File: src/rtl/univ_shift_pkg.sv
// Shared types for the universal shift register: operation codes, burst
// control states and the mode-class helper used by the burst launcher.
package univ_shift_pkg;

    typedef enum logic [2:0] {
        MODE_HOLD = 3'd0,
        MODE_LOAD = 3'd1,
        MODE_SHL  = 3'd2,
        MODE_SHR  = 3'd3,
        MODE_ROL  = 3'd4,
        MODE_ROR  = 3'd5,
        MODE_ASR  = 3'd6,
        MODE_CLR  = 3'd7
    } mode_e;

    typedef enum logic {
        S_IDLE  = 1'b0,
        S_BURST = 1'b1
    } state_e;

    // Only modes that move bits can be repeated as a burst.
    function automatic logic is_shift(mode_e m);
        return (m >= MODE_SHL) && (m <= MODE_ASR);
    endfunction

endpackage

File: src/rtl/shift_step.sv
// One-step next-value function of the register, shared by the single-op
// path and the burst path so both apply identical bit movement.
module shift_step
    import univ_shift_pkg::*;
#(
    parameter int WIDTH = 8
) (
    input  logic [WIDTH-1:0] r,
    input  mode_e            mode,
    input  logic [WIDTH-1:0] data,
    input  logic             sin_l,
    input  logic             sin_r,
    output logic [WIDTH-1:0] r_next
);

    always_comb begin
        r_next = r;
        case (mode)
            MODE_HOLD: r_next = r;
            MODE_LOAD: r_next = data;
            MODE_SHL:  r_next = {r[WIDTH-2:0], sin_r};
            MODE_SHR:  r_next = {sin_l, r[WIDTH-1:1]};
            MODE_ROL:  r_next = {r[WIDTH-2:0], r[WIDTH-1]};
            MODE_ROR:  r_next = {r[0], r[WIDTH-1:1]};
            MODE_ASR:  r_next = {r[WIDTH-1], r[WIDTH-1:1]};
            MODE_CLR:  r_next = '0;
            default:   r_next = r;
        endcase
    end

endmodule

File: src/rtl/univ_shift_reg.sv
// Universal register: per-cycle hold/load/shift/rotate/clear plus an
// autonomous multi-shift burst with busy/done status.
module univ_shift_reg
    import univ_shift_pkg::*;
#(
    parameter int WIDTH = 8,
    parameter int CNT_W = $clog2(WIDTH + 1)
) (
    input  logic             clk,
    input  logic             rst,
    input  logic             ena,
    input  logic [2:0]       mode,
    input  logic [WIDTH-1:0] data,
    input  logic             sin_l,
    input  logic             sin_r,
    input  logic             start,
    input  logic [CNT_W-1:0] shamt,
    output logic [WIDTH-1:0] r,
    output logic             sout_l,
    output logic             sout_r,
    output logic             busy,
    output logic             done
);

    // Burst handshake: start is taken only when busy is low and ena is high
    // (it is dropped, not queued, while busy). busy rises the edge after
    // start and falls with the last shift; done pulses for exactly the one
    // cycle after that edge and is the earliest cycle a new start is taken.

    localparam logic [CNT_W-1:0] MAX_CNT = CNT_W'(WIDTH);
    localparam logic [CNT_W-1:0] ONE     = CNT_W'(1);

    state_e           state_q, state_d;
    mode_e            mode_q, mode_d;
    mode_e            mode_in, step_mode;
    logic [WIDTH-1:0] r_q, r_d, r_step;
    logic [CNT_W-1:0] count_q, count_d, shamt_clamped;
    logic             done_q, done_d;

    assign mode_in       = mode_e'(mode);
    assign shamt_clamped = (shamt > MAX_CNT) ? MAX_CNT : shamt;
    assign step_mode     = (state_q == S_BURST) ? mode_q : mode_in;

    shift_step #(.WIDTH(WIDTH)) u_step (
        .r      (r_q),
        .mode   (step_mode),
        .data   (data),
        .sin_l  (sin_l),
        .sin_r  (sin_r),
        .r_next (r_step)
    );

    always_comb begin
        state_d = state_q;
        mode_d  = mode_q;
        r_d     = r_q;
        count_d = count_q;
        done_d  = 1'b0;
        if (ena) begin
            case (state_q)
                S_IDLE: begin
                    if (start && is_shift(mode_in)) begin
                        mode_d = mode_in;
                        // A zero-length burst completes immediately.
                        if (shamt_clamped == '0) begin
                            done_d = 1'b1;
                        end else begin
                            count_d = shamt_clamped;
                            state_d = S_BURST;
                        end
                    end else begin
                        r_d = r_step;
                    end
                end
                S_BURST: begin
                    r_d     = r_step;
                    count_d = count_q - ONE;
                    if (count_q == ONE) begin
                        state_d = S_IDLE;
                        done_d  = 1'b1;
                    end
                end
                default: state_d = S_IDLE;
            endcase
        end
    end

    always_ff @(posedge clk) begin
        if (rst) begin
            state_q <= S_IDLE;
            mode_q  <= MODE_HOLD;
            r_q     <= '0;
            count_q <= '0;
            done_q  <= 1'b0;
        end else begin
            state_q <= state_d;
            mode_q  <= mode_d;
            r_q     <= r_d;
            count_q <= count_d;
            done_q  <= done_d;
        end
    end

    assign r      = r_q;
    assign sout_l = r_q[WIDTH-1];
    assign sout_r = r_q[0];
    assign busy   = (state_q == S_BURST);
    assign done   = done_q;

endmodule

File: config.mk
export PLATFORM = sky130hd
export DESIGN_NAME = univ_shift_reg
export DESIGN_NICKNAME = d
export VERILOG_FILES = /design/src/rtl/univ_shift_pkg.sv /design/src/rtl/shift_step.sv /design/src/rtl/univ_shift_reg.sv
export SDC_FILE = /design/constraint.sdc
export NUM_CORES = 1
export LEC_CHECK = 0
export CORE_MARGIN = 4
export CORE_UTILIZATION = 42
export DETAILED_ROUTE_END_ITERATION = 16
export GPL_ROUTABILITY_DRIVEN = 0
export PLACE_DENSITY = 0.81
export REMOVE_ABC_BUFFERS = 1
export SLEW_MARGIN = 20
export SYNTH_ARGS = -nofsm -noshare
export SYNTH_HDL_FRONTEND = slang
export SYNTH_SLANG_ARGS = --single-unit
File: constraint.sdc
create_clock -name clk -period 1.5 [get_ports clk]
set_input_delay 0.3 -clock clk [delete_from_list [all_inputs] [get_ports clk]]
set_output_delay 0.3 -clock clk [all_outputs]
set_load 0.01 [all_outputs]
# Word level (Yosys, flattened, before mapping)
# Index checks and enable logic that the tools add are counted.
# word_totals
register_bits	17
inputBits	21
# classes
add_sub_neg	1
magnitude_cmp	3
eq_ne	11
muxes	16
bitwise	2
reduce_logical	8
# op_table
operator	n
8-bit one-hot mux with 8 select lines	1
8-bit one-hot mux with 2 select lines	1
3-bit equality test (second input constant)	4
4-bit 2-to-1 mux	3
8-bit 2-to-1 mux	1
4-bit one-hot mux with 2 select lines	1
3-bit by 2-bit equality test with 1-bit output (second input constant)	2
1-bit 2-to-1 mux	6
2-bit != test (second input constant)	3
3-bit AND reduction	2
4-bit by 1-bit equality test with 1-bit output (second input constant)	1
4-bit > comparator (second input constant)	1
4-bit zero test	1
1-bit one-hot mux with 2 select lines	2
4-bit by 1-bit subtractor with 4-bit output (second input constant)	1
3-bit by 1-bit equality test with 1-bit output (second input constant)	1
3-bit by 2-bit greater-or-equal comparator with 1-bit output (second input constant)	1
3-bit <= comparator (second input constant)	1
3-bit zero test	1
3-bit 2-to-1 mux	1
1-bit logical AND	2
1-bit NOT	2
2-bit AND reduction	1
2-bit OR reduction	1

# Depth between registers and ports, before layout
# Gate-level depths: netlist of run 1.
# depth
word_depth	6
ltp_mapped	7
depth_no_buf	6

# Modules after synthesis
# From an unflattened synthesis of run 1, not the netlist that was laid out.
# hier_totals
hier_cells	162
hier_area_um2	1365.1
# by_module_without_submodules
module	instances	cells_per_inst	area_each_um2	seq_area_each_um2
univ_shift_reg	1	102	954.7	340.3
shift_step	1	60	410.4	0.0

# Least setup slack after synthesis of run 1
# No wires, ideal clock.
# synth_timing
kind	register -> register
startpoint	register state_q, in the netlist busy
endpoint	register r_q[1], in the netlist r[1]
setup_ns	0.117
arrival_ns	1.444
t_required_ns	1.383
path_slack_ns	-0.061
stages_incl_launch_ff	6
path_buffers	2
path_cell_list	dfxtp_1 -> buf_2 -> o32ai_2 -> buf_2 -> nand2_1 -> a32o_1
# synth_between
elab_chain_len	5
# synth_lines
element	line_no	source
start, declared	univ_shift_reg.sv:33	state_e state_q, state_d;
start signal, assigned	univ_shift_reg.sv:96	state_q <= state_d;
3-bit 2-to-1 mux	univ_shift_reg.sv:42	assign step_mode = (state_q == S_BURST) ? mode_q : mode_in;
3-bit equality test, or another cell as far along	shift_step.sv:18	case (mode)
8-bit one-hot mux with 8 select lines	shift_step.sv:18	
8-bit 2-to-1 mux	univ_shift_reg.sv:62	if (start && is_shift(mode_in)) begin
8-bit one-hot mux with 2 select lines	univ_shift_reg.sv:60	case (state_q)
end signal, assigned	univ_shift_reg.sv:98	r_q <= r_d;
end, declared	univ_shift_reg.sv:36	logic [WIDTH-1:0] r_q, r_d, r_step;
# Several ways; a longest one is shown, not always the timed one. The select of a mux whose other input is x is not followed.
# A chain may end at the register's enable or synchronous reset.

# Final worst setup path of run 1
# layout_timing
startpoint	register mode_q[2]
endpoint	register r_q[2], in the netlist r[2]
# layout_between
elab_chain_len	5
# layout_lines
element	line_no	source
start, declared	univ_shift_reg.sv:34	mode_e mode_q, mode_d;
start signal, assigned	univ_shift_reg.sv:97	mode_q <= mode_d;
3-bit 2-to-1 mux (*)	univ_shift_reg.sv:42	
3-bit equality test, or another cell as far along	shift_step.sv:18	
8-bit one-hot mux with 8 select lines (*)	shift_step.sv:18	
8-bit 2-to-1 mux	univ_shift_reg.sv:62	
8-bit one-hot mux with 2 select lines (*)	univ_shift_reg.sv:60	
# Every way passes the cells marked *; elsewhere a longest branch is shown, timed or not. The select of a mux whose other input is x is not followed.

==> results of run 1 <==
## state kept, by name, indices dropped and copies added (netlist names)
register,cells
done,1
busy,1
count_q,4
mode_q,3
r,8
## per-stage QoR
step / area (µm²) / instances / setup TNS (ps)
3_3_place_gp: 1620 / 209 / -7890
4_1_cts: 1790 / 217 / 0
3_5_place_dp: 1620 / 209 / -9120
5_1_grt: 1820 / 217 / -379
2_1_floorplan: 1050 / 121 / -4250
6_report: 1820 / 217 / 0
## cells in the mapped netlist, drive strengths merged (2+ instances only)
cell,instances,share of area
a211oi,3,0.020
a21oi,5,0.023
a221o,6,0.055
a221oi,2,0.016
a222oi,2,0.018
a32o,6,0.055
buf,7,0.039
clkbuf,2,0.0068
dfxtp,17,0.31
ha,2,0.023
inv,5,0.017
mux2i,7,0.064
nand2,21,0.072
nand3,2,0.0091
nor2,10,0.036
nor3,4,0.023
nor3b,2,0.018
o21a,2,0.014
o21ai,7,0.045
xor2,2,0.016
## final timing paths
path	start	end	slack (ps)	cells past startpoint
max reg2reg	mode_q[2]$_SDFFE_PP0P_	r[2]$_SDFFE_PP0P_	5	6
min reg2reg	r[0]$_SDFFE_PP0P_	r[0]$_SDFFE_PP0P_	520	1
min	mode[0]	mode_q[0]$_SDFFE_PP0P_	370	3
max	mode_q[2]$_SDFFE_PP0P_	r[2]$_SDFFE_PP0P_	5	6
## per-layer routing
| layer | vias to the layer above | wire length [µm] | track usage |
|---|---|---|---|
| met4 | 0 | 93 | 0.110 |
| met1 | 604 | 1450 | 0.239 |
| met5 | - | 0 | 0 |
| met2 | 59 | 1910 | 0.434 |
| met3 | 11 | 217 | 0.0545 |
| li1 | 606 | - | - |
## power groups by stage
stage          registers [mW]  logic, mW  clock network [mW]
6_report                0.516      0.481               0.264
5_1_grt                 0.522      0.522               0.306
4_1_cts                 0.516      0.471               0.266
3_5_place_dp            0.523      0.427                   0
3_3_place_gp            0.522      0.411                   0
2_1_floorplan           0.536      0.185                   0
## critical path, delay by kind of cell (launching register included)
family                 cells  cell delay [ps]
AOI/OAI and AO/OA          3              610
DFF                        1              390
buffers and inverters      2              270
and+or+nand+nor            1              120
## final cells by class
type	count	area (µm²)
clock inverters	1	5.00
well taps	30	37.5
clock buffers	3	22.5
multi-input cells	98	813
inverters	6	22.5
fillers	181	676
flip-flops and latches	17	357
repair buffers	62	567
## cells by family (layout without fill, tap and decap cells)
| family | after synthesis | after routing |
|---|---|---|
| DFF | 17 | 17 |
| AOI/OAI and AO/OA | 42 | 42 |
| xor gates and xnor gates | 2 | 2 |
| buffers and inverters | 15 | 72 |
| adders and majority gates | 2 | 2 |
| and+or+nand+nor | 44 | 44 |
| muxes | 8 | 8 |
## what timing repair did
action	CTS	global route
resized for setup	56	18
gates cloned	1	0
pin swaps	9	17
setup buffers	3	0
endpoints found under the setup margin	28	17
==> flow_summary.toml, run 1 <==
[critical_path]
path_max_fanout = 8
cp.arrival_ps = 1690
path_cells = "buf_4 -> nand2b_4 -> o32ai_4 -> buf_6 -> a221o_1 -> a32o_1"
setup.worst_path.start_class = "flop"
cp_slowest_cell = "dfxtp_4"
critPathRequiredTime_ps = 1700
crit_path_max_incr_delay_ps = 390
crit_path_end_kind = "flop"
worstSetupPathType = "flop to flop"

[synthesis]
synth_edf_count = 0
avgSynthCellArea_um2 = 8.47
synthAdderAreaFrac = 0.0227
syn-cell-area_um2 = 1100
yosysWarnings = 0
ys_types = 42
synth-async-reset-ratio = 0
syn_inst = 130
synthFlopType = "dfxtp_1"
synth_compound_area_frac = 0.322
ys_seq_elements = 17
yosysSeqAreaShare = 0.309
muxShareOfSynthArea = 0.0739
synth_top_family_by_area = "compound AO/OA/AOI/OAI gates"
synthSimpleGateAreaFrac = 0.191
synth-xor-area-share = 0.0159

[clocking]
cts-root-buf = "clkbuf_4"
holdBufCountCts = 0
cts_max_level = 1
clock_latency_ps = 310
cts_num_sinks = 17
clock_path_buffers = 2
clk_transition_reported_paths_ps = 100
cts_tree = "done"
cts_buffers = 3

[floorplan]
dieArea_um2 = 3500
design.core.area_um2 = 2500
die_y_um = 59.2
rows = 18
die_x_um = 59.2
start_util = 0.440
ioPinCount = 33

[power_and_ir_drop]
p_seq_frac = 0.410
p_switching_uw = 425
power_density_nw_per_um2 = 691
power_mw = 1.26
power_frac_clock = 0.209
netSwitchingFraction = 0.337
p_leak_nw = 0.779
internal_power_uw = 836
vdd_drop_max_mv = 0.505
p_comb_frac = 0.381

[cells_and_area]
final_core_util = 0.730
fin_nets = 211
diodes = 0
final_common_cell = "buf_4"
layout_common_cells = "20 x buf_4, 19 x nand2_1, 13 x dlygate4sd2_1"
drive_above_1_share = 0.353
syn2layout_area_growth_pct = 65.7

[route]
first_pass_iters = 5
drtIter0Drc = 61
vias = 1280
drc_errors = 0
post_drt_wl_per_cell_um = 16.9
vias_per_cell = 5.90
postRouteAntennaNets = 0
finalWirelength_um = 3670

[sta]
period_needed_ps = 1500
maxSlewViolCount = 0
worst_slack_ps = 4.94
slew_headroom = 0.686
clock.fmax_mhz = 669
hold_slack_ps = 368
fin_skew_ps = 9.22
max_slew.worst_pin.slew_ps = 465
fin_crit_sh = 0.997
hold_violations = 0
rsz0062_at_grt = "true"
setup-violations-final = 0

[global_routing]
grt_pass1_vias = 1396
grt_max_degree = 15
grt.total_usage = 0.232
grt_pass1_wl_um = 6150
grt-ovfl-total = 0
antenna_found_initial = 0

[placement]
dp_hpwl_um = 2630
port_buffers = 32
place_ws_ps = -663

[outcome]
run_status = "finished, final reports clean"

[job]
max_cap_violations = 0

[hold_path]
hold_path.class = "primary input to flop"
(Power assumes the default switching activity.)
==> inputs of run 2 (changes only) <==
--- a/config.mk
+++ b/config.mk
@@ -7,6 +7,7 @@
 export LEC_CHECK = 0
 export CORE_MARGIN = 4
 export CORE_UTILIZATION = 42
+export CTS_CLUSTER_DIAMETER = 40
 export DETAILED_ROUTE_END_ITERATION = 16
 export GPL_ROUTABILITY_DRIVEN = 0
 export PLACE_DENSITY = 0.81
==> results of run 2 <==
Same layout as run 1: the final DEF is identical, and so are final timing and power.
==> inputs of run 3 (changes only) <==
--- a/config.mk
+++ b/config.mk
@@ -5,6 +5,7 @@
 export SDC_FILE = /design/constraint.sdc
 export NUM_CORES = 1
 export LEC_CHECK = 0
+export CAP_MARGIN = 10
 export CORE_MARGIN = 4
 export CORE_UTILIZATION = 42
 export CTS_CLUSTER_DIAMETER = 40
==> results of run 3 <==
Same layout as run 1: the final DEF is identical, and so are final timing and power.
==> patch 1, RTL diff (settings of run 1) <==
Put a register stage on the outputs `sout_l`, `sout_r` and `busy`, with the module's reset. The values now appear one clock later. The other outputs are not delayed to match.
--- a/src/rtl/univ_shift_reg.sv
+++ b/src/rtl/univ_shift_reg.sv
@@ -104,5 +104,13 @@
     assign r      = r_q;
-    assign sout_l = r_q[WIDTH-1];
-    assign sout_r = r_q[0];
-    assign busy   = (state_q == S_BURST);
+    always_ff @(posedge clk) begin
+        if (rst) begin
+            sout_l <= '0;
+            sout_r <= '0;
+            busy   <= '0;
+        end else begin
+            sout_l <= r_q[WIDTH-1];
+            sout_r <= r_q[0];
+            busy   <= (state_q == S_BURST);
+        end
+    end
     assign done   = done_q;
Function: changed (a bounded check fails within 4 cycles, from zero or initial values and one cycle with rst high).
==> patch 1 against run 1 <==
- cell count rose by 4.6%
- wire length rose by 2.5%
- sequential cell count rose by 3
- synthesized area rose by 11%
- synthesized cell count rose by 3.8%
- final area rose by 4.0%
- clock skew fell by 0.0022 ns
- power rose by 11%
- setup slack improved by 0.015 ns
- clock power rose by 19%
- sequential share of layout area rose by 2.1 points
- global-route usage fell by 2.2 points
- largest power group unchanged
==> patch 1: results (changes against run 1) <==
dpl hpwl=2825 µm (was 2631 µm); Tot GR Track Use=0.2100 (was 0.2325); hold path cells=4 (was 3); Placed Area=1744 µm² (was 1617 µm²); Adder-Cell Fraction of Synth Area=0.02043 (was 0.02273); largest net degree at the start of global routing=12 (was 15); DP Cell Count=219 (was 209); Crit Path Max Fanout=7 (was 8); Worst Hold Class=primary input to flop (unchanged); Synth area leaders=dfxtp_1 33%, a221oi_1 5.0%, mux2i_1 4.9% (was dfxtp_1 31%, nand2_1 7.2%, mux2i_1 6.4%); Final Instance Count excl. Fillers=227 (was 217); number of DRC markers in iteration 0=90 (was 61); WL final=3758 µm (was 3665 µm); sequential fraction of the synthesis area=0.3269 (was 0.3091); Via density=5.907 (was 5.899); worst vdd ir=599.4 µV (was 505.4 µV); fillcell total=214 (was 181); Hold EP=mode_q[2] (was mode_q[0]); pre-CTS setup slack=-0.6648 ns (was -0.6628 ns); WP data arrival=1.67 ns (was 1.69 ns); post-synthesis compound-gate area fraction=0.3187 (was 0.3216); commonest cells in the synthesized netlist=20 x dfxtp_1, 13 x nor2_1, 10 x o21ai_0, 7 x a221oi_1 (was 21 x nand2_1, 17 x dfxtp_1, 9 x nor2_1, 7 x mux2i_1); top cell family by delay on the critical path=compound AO/OA/AOI/OAI gates (unchanged); post-route setup slack=0.01968 ns (was 0.004939 ns); layout cells sized above 1=0.3469 (was 0.3529); vias in the first global route=1333 (was 1396); Hold Path Origin=mode[2] (was mode[0]); mux share of post-synthesis cell area=0.06742 (was 0.07386); Worst-path clk slew=0.12 ns (was 0.10 ns); Initial DRT Pass Iterations=4 (was 5); Slew @ Worst Pin=0.3779 ns (was 0.4653 ns); Synth cell types=49 (was 42); WHS=0.4220 ns (was 0.3683 ns); P_sw=0.4394 mW (was 0.4250 mW); first-pass GRT wire length=6009 µm (was 6147 µm); Avg Cell Area, Syn=9.074 µm² (was 8.470 µm²); slowest CP cell=dfxtp_2 (was dfxtp_4); Critical Path End=r[3] (was r[2]); CP startpoint=state_q (was mode_q[2]); Pleak=0.7738 nW (was 0.7790 nW); xor/xnor share of the synthesized area=0.01430 (was 0.01591); status=complete, no violations (unchanged)
## patch 1: what timing repair did
action	4_1_cts	5_1_grt
buffers inserted	3	1
pin swaps	8	3
endpoints found under the setup margin	24	12
gates cloned	0	0
gates resized for setup	33	22
## patch 1: power groups by stage
stage / Combinational (mW) / Clock, mW / Sequential [mW]
after floorplan: 0.192 / 0 / 0.621
after global placement: 0.426 / 0 / 0.606
after detailed placement: 0.442 / 0 / 0.608
after CTS: 0.450 / 0.319 / 0.599
after global routing: 0.527 / 0.347 / 0.607
final: 0.488 / 0.314 / 0.602
## patch 1: layout make-up
type	count	area, µm²	share of cell area
Clock buffer	4	36.28	0.01912
Inverter	5	18.77	0.009888
Multi-Input combinational cell	103	849.6	0.4476
Sequential cell	20	410.4	0.2162
Tap cell	31	38.79	0.02044
Timing Repair Buffer	64	544.3	0.2868
## patch 1: routing by layer
metal  global-route usage  wire length (µm)
met1               0.2332              1507
met2               0.3846              1957
met3              0.04752               218
met4              0.07879                75
met5                    0                 0
==> patch 2, RTL diff (config.mk and constraints of run 1) <==
Without the edit above. `WIDTH` is set to 8 in 2 places; all go to 4.
--- a/src/rtl/shift_step.sv
+++ b/src/rtl/shift_step.sv
@@ -5,3 +5,3 @@
 #(
-    parameter int WIDTH = 8
+    parameter int WIDTH = 4
 ) (
--- a/src/rtl/univ_shift_reg.sv
+++ b/src/rtl/univ_shift_reg.sv
@@ -5,3 +5,3 @@
 #(
-    parameter int WIDTH = 8,
+    parameter int WIDTH = 4,
     parameter int CNT_W = $clog2(WIDTH + 1)
Ports: changed (resized data, r and shamt); port bits go from 33 to 24. The function was not compared with the original's and may differ.
==> patch 2 against run 1 <==
- sequential power shrank 29%
- via count shrank 21%
- wire length shrank 25%
- clock skew shrank 0.0043 ns
- setup slack gained 0.045 ns
- sequential cell count shrank 5
- final area shrank 23%
- power shrank 24%
- largest cell class unchanged
- sequential share of layout area shrank 1.8 points
- synthesized area shrank 12%
- clock power shrank 2%
- non-clock buffer count shrank 19
- synthesized cell count shrank 12%
- largest power group unchanged
==> patch 2: results (changes against run 1) <==
status=complete, no violations (unchanged); mux share of post-synthesis cell area=0.1279 (was 0.07386); clk_skew=0.004920 ns (was 0.009218 ns); WP data arrival=1.62 ns (was 1.69 ns); Synth area leaders=dfxtp_1 25%, mux2i_1 9.3%, a21oi_1 6.2% (was dfxtp_1 31%, nand2_1 7.2%, mux2i_1 6.4%); H-tree depth=1 (unchanged); Warnings, synthesis=0 (unchanged); CTS root buffer=clkbuf_4 (unchanged); pre-CTS setup slack=-0.5181 ns (was -0.6628 ns); clock latency on the worst-skew pair=0.27 ns (was 0.31 ns); WL/cell=15.18 µm (was 16.89 µm); initial antenna violation count=0 (unchanged); Adder-Cell Fraction of Synth Area=0.02584 (was 0.02273); Inserted Clock Buffers=3 (unchanged); max FFs per register=4 (was 8); nets@finish=171 (was 211); Via density=5.606 (was 5.899); sw frac=0.3145 (was 0.3370); Clock power frac=0.271 (was 0.209); met1 Usage GRT=0.2014 (was 0.2394); Slew HR=0.7264 (was 0.6855); top cell family by delay on the critical path=simple AND/OR/NAND/NOR gates (was compound AO/OA/AOI/OAI gates); Initial DRT Pass Iterations=5 (unchanged); Worst Hold Class=primary input to flop (unchanged); met3 Track Usage GR=0.04872 (was 0.05447); n_diodes=0 (unchanged); layout cells sized above 1=0.3224 (was 0.3529); slowest CP cell=nor4b_4 (was dfxtp_4); Avg Cell Area, Syn=8.495 µm² (was 8.470 µm²); number of DRC markers in iteration 0=9 (was 61); Pleak=0.5793 nW (was 0.7790 nW); Crit Path Max Fanout=4 (was 8); largest net degree at the start of global routing=15 (unchanged); clk buf depth=2 (unchanged); worst vdd ir=414.2 µV (was 505.4 µV); sequential fraction of the synthesis area=0.2481 (was 0.3091); vias in the first global route=1054 (was 1396); first-pass GRT wire length=4602 µm (was 6147 µm); grt met2 use=0.3105 (was 0.4337); Seq cells post-synth=12 (was 17); Async SR Flop Fraction=0 (unchanged); setup TNS=0 ns (unchanged); Tot GR Track Use=0.1766 (was 0.2325); commonest cells in the synthesized netlist=12 x a21oi_1, 12 x dfxtp_1, 9 x mux2i_1, 8 x nor2_1, 8 x o21ai_0 (was 21 x nand2_1, 17 x dfxtp_1, 9 x nor2_1, 7 x mux2i_1); sequential group share of total power=0.381 (was 0.410); Synth cell types=40 (was 42); xor/xnor share of the synthesized area=0.03618 (was 0.01591); via count=1009 (was 1280); overflow left after global routing=0 (unchanged); post-synthesis compound-gate area fraction=0.2506 (was 0.3216); Worst-path clk slew=0.08 ns (was 0.10 ns); dpl hpwl=2030 µm (was 2631 µm); Port-buffer cells=23 (was 32); CP peak stage delay=0.39 ns (about the same); Post-synth EDFFs=0 (unchanged)
-- patch 2: changes by cell type in the layout (fill, tap and decap cells not counted), moves of 4 or more --
cell / before / now
nand2_1: 19 / 4
xor2_1: 0 / 4
a21oi_1: 4 / 10
buf_6: 8 / 1
a32o_1: 6 / 0
a221o_1: 6 / 0
-- patch 2: cell type report --
cell class                 instances  area (µm²)
tap                               28       35.03
clock buffer                       4       36.28
inverter                           6       22.52
fill                             191       813.3
timing repair buffer              43       359.1
multi-input combinational         87       698.2
sequential                        12       247.7
-- patch 2: tightest hold or removal path: cells and delay by family --
family / cells / cell delay [ns]
buf+inv: 2 / 0.32
mux: 1 / 0.07
simple gates: 1 / 0.07
-- patch 2: through the flow --
step                area (µm²)  power, mW
finish                    1399     0.9617
global route              1399      1.016
CTS                       1359     0.9467
detailed placement        1296     0.6880
global placement          1296     0.6788
floorplan                910.9     0.5280
-- patch 2: final timing paths --
path	start	end	cells after the start	slack, ns
max reg2reg	busy	r[1]	5	0.07
min reg2reg	count_q[1]	count_q[1]	2	0.52
min	mode[2]	mode_q[2]	4	0.52
max	mode[0]	mode_q[1]	6	0.05
-- patch 2: routing by layer --
metal / part of all wire / wire length (µm)
met1: 0.43 / 1176
met2: 0.49 / 1337
met3: 0.059 / 161
met4: 0.021 / 58
met5: 0 / 0
-- patch 2: cell families (layout without fill, tap and decap cells) --
logic type | Yosys count | count (layout)
buf+inv | 15 | 53
simple gates | 34 | 34
compound gates | 36 | 36
mux | 11 | 11
xor+xnor | 4 | 4
fa+ha+maj | 2 | 2
flops | 12 | 12
-- patch 2: what timing repair did --
item / CTS / global route
endpoints found under the hold margin: 0 / 0
pin swaps: 5 / 6
endpoints found under the setup margin: 17 / 7
resized for setup: 22 / 13
buffers inserted: 3 / 1
cloned: 0 / 0
